===== config.mk =====
export PLATFORM = sky130hd
export DESIGN_NAME = perceptron_trainer
export DESIGN_NICKNAME = d
export VERILOG_FILES = /design/src/rtl/perceptron_trainer.sv
export SDC_FILE = /design/constraint.sdc
export NUM_CORES = 1
export LEC_CHECK = 0
export CORE_MARGIN = 3
export CORE_UTILIZATION = 35
export CTS_BUF_LIST = sky130_fd_sc_hd__clkbuf_8
export CTS_CLUSTER_SIZE = 40
export DETAILED_ROUTE_END_ITERATION = 6
export GPL_TIMING_DRIVEN = 0
export SYNTH_ARGS = -nofsm -noshare
export SYNTH_HDL_FRONTEND = slang
export SYNTH_SLANG_ARGS = --single-unit

===== constraint.sdc =====
create_clock -name clk -period 2.7 [get_ports clk]
set_clock_uncertainty 0.15 [all_clocks]
set_input_delay 0.405 -clock clk [delete_from_list [all_inputs] [get_ports clk]]
set_output_delay 0.405 -clock clk [all_outputs]
set_load 0.1 [all_outputs]

===== src/rtl/perceptron_trainer.sv =====
// Training sequencer for a perceptron core: replays a stored sample set and issues
// learning-rule weight updates until an epoch is error-free or the epoch limit is hit.
module perceptron_trainer #(
    parameter int unsigned DEPTH       = 8,
    parameter int unsigned RES_LATENCY = 1,
    parameter int unsigned MAX_EPOCHS  = 15
) (
    input  logic                     clk,
    input  logic                     reset,
    input  logic                     wr_en,
    input  logic [7:0]               wr_data,
    input  logic                     wr_label,
    input  logic                     clear,
    input  logic                     start,
    output logic [7:0]               p_in,
    output logic                     p_exp_res,
    input  logic                     p_result,
    output logic                     upd_valid,
    output logic                     upd_inc,
    output logic [7:0]               upd_mask,
    input  logic                     upd_ready,
    output logic                     busy,
    output logic                     done,
    output logic                     converged,
    output logic [3:0]               epoch,
    output logic [$clog2(DEPTH):0]   errors,
    output logic [$clog2(DEPTH):0]   n_samples
);

    localparam int unsigned IdxW  = $clog2(DEPTH);
    localparam int unsigned CntW  = IdxW + 1;
    localparam int unsigned WaitW = (RES_LATENCY > 1) ? $clog2(RES_LATENCY) : 1;

    typedef enum logic [2:0] {
        StIdle,
        StPresent,
        StWait,
        StCheck,
        StUpdate,
        StEpochEnd
    } state_e;

    state_e            state_q, state_d;
    logic [IdxW-1:0]   idx_q, idx_d;
    logic [WaitW-1:0]  wait_q, wait_d;
    logic [3:0]        epoch_q, epoch_d;
    logic [CntW-1:0]   errors_q, errors_d;
    logic [CntW-1:0]   n_samples_q, n_samples_d;
    logic              done_q, done_d;
    logic              converged_q, converged_d;
    logic [7:0]        p_in_q, p_in_d;
    logic              p_exp_res_q, p_exp_res_d;

    logic [7:0]        smp_data_q [DEPTH];
    logic [DEPTH-1:0]  smp_label_q;
    logic              smp_we;

    logic              last_sample;
    logic [3:0]        epoch_inc;

    assign last_sample = ({1'b0, idx_q} == n_samples_q - CntW'(1));
    assign epoch_inc   = (epoch_q == 4'hF) ? epoch_q : epoch_q + 4'd1;

    always_comb begin
        state_d     = state_q;
        idx_d       = idx_q;
        wait_d      = wait_q;
        epoch_d     = epoch_q;
        errors_d    = errors_q;
        n_samples_d = n_samples_q;
        done_d      = done_q;
        converged_d = converged_q;
        p_in_d      = p_in_q;
        p_exp_res_d = p_exp_res_q;
        smp_we      = 1'b0;

        unique case (state_q)
            StIdle: begin
                // start beats clear beats wr_en
                if (start) begin
                    done_d      = 1'b0;
                    converged_d = 1'b0;
                    epoch_d     = '0;
                    errors_d    = '0;
                    idx_d       = '0;
                    if (n_samples_q == '0) begin
                        done_d      = 1'b1;
                        converged_d = 1'b1;
                    end else begin
                        state_d = StPresent;
                    end
                end else if (clear) begin
                    n_samples_d = '0;
                    done_d      = 1'b0;
                    converged_d = 1'b0;
                end else if (wr_en && (n_samples_q < CntW'(DEPTH))) begin
                    smp_we      = 1'b1;
                    n_samples_d = n_samples_q + CntW'(1);
                end
            end
            StPresent: begin
                p_in_d      = smp_data_q[idx_q];
                p_exp_res_d = smp_label_q[idx_q];
                wait_d      = '0;
                state_d     = StWait;
            end
            StWait: begin
                if (wait_q == WaitW'(RES_LATENCY - 1)) begin
                    state_d = StCheck;
                end else begin
                    wait_d = wait_q + WaitW'(1);
                end
            end
            StCheck: begin
                if (p_exp_res_q ^ p_result) begin
                    errors_d = errors_q + CntW'(1);
                    state_d  = StUpdate;
                end else if (last_sample) begin
                    state_d = StEpochEnd;
                end else begin
                    idx_d   = idx_q + IdxW'(1);
                    state_d = StPresent;
                end
            end
            StUpdate: begin
                if (upd_ready) begin
                    if (last_sample) begin
                        state_d = StEpochEnd;
                    end else begin
                        idx_d   = idx_q + IdxW'(1);
                        state_d = StPresent;
                    end
                end
            end
            StEpochEnd: begin
                epoch_d = epoch_inc;
                if (errors_q == '0) begin
                    done_d      = 1'b1;
                    converged_d = 1'b1;
                    state_d     = StIdle;
                end else if (epoch_inc == 4'(MAX_EPOCHS)) begin
                    done_d      = 1'b1;
                    converged_d = 1'b0;
                    state_d     = StIdle;
                end else begin
                    errors_d = '0;
                    idx_d    = '0;
                    state_d  = StPresent;
                end
            end
            default: state_d = StIdle;
        endcase
    end

    always_ff @(posedge clk) begin
        if (reset) begin
            state_q     <= StIdle;
            idx_q       <= '0;
            wait_q      <= '0;
            epoch_q     <= '0;
            errors_q    <= '0;
            n_samples_q <= '0;
            done_q      <= 1'b0;
            converged_q <= 1'b0;
            p_in_q      <= '0;
            p_exp_res_q <= 1'b0;
        end else begin
            state_q     <= state_d;
            idx_q       <= idx_d;
            wait_q      <= wait_d;
            epoch_q     <= epoch_d;
            errors_q    <= errors_d;
            n_samples_q <= n_samples_d;
            done_q      <= done_d;
            converged_q <= converged_d;
            p_in_q      <= p_in_d;
            p_exp_res_q <= p_exp_res_d;
        end
    end

    always_ff @(posedge clk) begin
        if (reset) begin
            for (int i = 0; i < int'(DEPTH); i++) begin
                smp_data_q[i] <= '0;
            end
            smp_label_q <= '0;
        end else if (smp_we) begin
            smp_data_q[n_samples_q[IdxW-1:0]]  <= wr_data;
            smp_label_q[n_samples_q[IdxW-1:0]] <= wr_label;
        end
    end

    assign p_in      = p_in_q;
    assign p_exp_res = p_exp_res_q;
    assign upd_valid = (state_q == StUpdate);
    assign upd_inc   = upd_valid & p_exp_res_q;
    assign upd_mask  = upd_valid ? p_in_q : 8'h00;
    assign busy      = (state_q != StIdle);
    assign done      = done_q;
    assign converged = converged_q;
    assign epoch     = epoch_q;
    assign errors    = errors_q;
    assign n_samples = n_samples_q;

endmodule


==> results.cfg <==
[pwr]
max-vdd-ir-drop_v = 0.000298
p_leak_nw = 2.14
power_frac_comb_pct = 12.4
p_switching_mw = 0.883
p_per_area_nw_per_um2 = 555
p_clk_share_pct = 36.0
swShare_pct = 26.6
finalPower_mw = 3.32
p_int_mw = 2.44
pwr-share-seq_pct = 51.6

[worst_setup_path]
critPathMaxStageDelay_ns = 1.19
end_kind = output pin
cp.required_ns = 2.14
cpMaxStageDelayCell = clkdlybuf4s50_1
cp.depth = 1
cp_max_fo = 7
crit_buf_inv = 1
worstSetupStartpoint = epoch[2]
critPathArrivalTime_ns = 2.04
worstRegToRegCells = 7
crit_type = reg2out
start_kind = flop
reg2reg_from = n_samples[0]
crit_chain = clkdlybuf4s50_1
critical_path.top_delay_family = buffers and inverters

[sta]
finalCritPeriodShare_pct = 96.0
finalSetupViolCount = 0
rsz0062_at_grt = no
worst_pin_slew_ns = 0.970
drv_slew = 0
hold_viol_final = 0
fmax_mhz = 386
period_needed_ns = 2.59
max_slew_margin_pct = 35.1

[synthesis]
synth.avg_cell_area_um2 = 11.9
syn_inst = 427
yosys.area.top_type = edfxtp_1
synth_edf_count = 64
synthFlopType = edfxtp_1
synth_nets = 450
syn_area_um2 = 5070
async_flop_share_pct = 0
yosysSeqAreaShare_pct = 52.5
synth-seq-cells = 101
synth_common_cells = 73 x and2_1, 64 x edfxtp_1, 37 x dfxtp_1
ys_warn_count = 0
synth_most_common_cell = and2_1
synthTopCellsByArea = edfxtp_1 38%, dfxtp_1 15%, and2_1 9.0%, mux4_2 8.0%, mux2i_1 3.2%
synth_top_area_share_pct = 37.9
netlist-cell-type-count = 58

[detailed_routing]
drcViolationCount = 0
post_drt_wl_per_cell_um = 17.2
drt-pass1-iter-count = 4
ant_nets = 0
wl_um = 11600
post_drt_via_cell_ratio = 5.13
vias = 3436
first_iter_violations = 233

[cts]
clk_pin_slew_ns = 0.11
cts_tree = done
cts.sink_count = 101
ctsHoldBuffers = 0
clk_latency_ns = 0.38
ctsResizeCount = 53
cts_root_buf = clkbuf_8
htreeDepth = 3
cts_max_path_buffers = 2
cts_inserted_buffers = 9
postCtsSetupBuffers = 0

[flow_run]
drv_cap = 0

[global_routing]
grt_pass1_wl_um = 19000
grt_max_degree = 19
grt_pass1_vias = 3524
grt-ovfl-total = 0
grt_usage_pct = 15.1
antenna_found_initial = 0

[layout]
nFillCells = 1305
finalInstanceArea_um2 = 5990
seqCellArea_um2 = 2670
area_delta_synth_final_pct = 18.1
drive_above_1_share_pct = 15.9
nets = 508
final_util_pct = 42.7
multiInputGateArea_um2 = 2280
n_antenna_cell = 0

[placed_design]
gp_congestion = 0.818
dpl.hpwl_um = 8220
place_area_um2 = 5780
io_buffers = 48

[floorplanning]
start_util_pct = 36.1
die_area_um2 = 16000
num_rows = 43
core_um2 = 14000
fp.dieH_um = 126
pin_count = 50
die_x_um = 126

[run_status]
status = finished clean

[hold_path]
whs_path_depth = 3
min_from = wr_label
holdCritPathClass = in2reg
-- final cells by class --
class | count | share of cell area (%)
multi-input cells | 295 | 38.0
flip-flops and latches | 101 | 44.5
repair buffers | 48 | 7.29
well taps | 180 | 3.76
clock buffers | 9 | 2.07
clock inverters | 7 | 2.05
inverters | 11 | 0.689
plain buffers | 19 | 1.65
-- path summary, 6_finish.rpt --
| kind | to | slack (ns) |
|---|---|---|
| hold reg to reg | smp_label_q[0] | 0.32 |
| setup / recovery | epoch[2] | 0.11 |
| hold / removal | smp_label_q[7] | 0.22 |
| setup reg to reg | idx_q[2] | 0.29 |
-- power by group through the flow --
stage          clock network (mW)  registers (mW)  logic (mW)
2_1_floorplan                   0            1.86       0.181
4_1_cts                      1.21            1.72       0.415
3_5_place_dp                    0            1.75       0.415
6_report                     1.20            1.72       0.412
5_1_grt                      1.28            1.72       0.442
3_3_place_gp                    0            1.75       0.411
-- registers in the layout (all words and copies together) (netlist names) --
name,count
smp_data_q,64
p_in,8
smp_label_q,8
epoch,4
errors,4
n_samples,4
idx_q,3
state_q,3
converged,1
done,1
p_exp_res,1
-- cells by family (layout without fill, tap and decap cells) --
family,Yosys count,after routing,synth area share [%]
AOI/OAI and AO/OA,63,63,9.08
xor gates and xnor gates,8,8,1.38
adders and majority gates,7,7,1.73
buffers and inverters,31,94,2.81
DFF,101,101,52.5
muxes,34,34,11.1
and+or+nand+nor,183,183,21.4
-- layout by cell type (no fill, tap or decap), drive strengths merged, types with 16 or more instances in the layout --
master / instances
mux4: 18
a211oi: 17
dfxtp: 37
clkdlybuf4s50: 37
clkbuf: 20
nor2: 40
edfxtp: 64
nand2: 21
and2: 73
buf: 17
mux2i: 16
-- metrics by stage --
step           setup TNS [ns]  instances  hold slack, ns  setup slack (ns)
2_1_floorplan               0        427           0.279            0.0117
3_3_place_gp           -11.38        655           0.293            -0.563
3_5_place_dp           -12.55        655           0.306            -0.621
4_1_cts                     0        671           0.197           0.00479
5_1_grt                     0        670           0.226            0.0267
6_report                    0        670           0.223             0.109
-- layer usage --
layer  global-route usage, %  routed length [µm]  up-vias
met5                       0                   0        -
met4                    3.72                 111        0
met3                    2.61                 523        6
met2                    25.2                5650       78
met1                    20.4                5270     1673
li1                        -                   -     1679
Power figures use the tool's default switching activity.
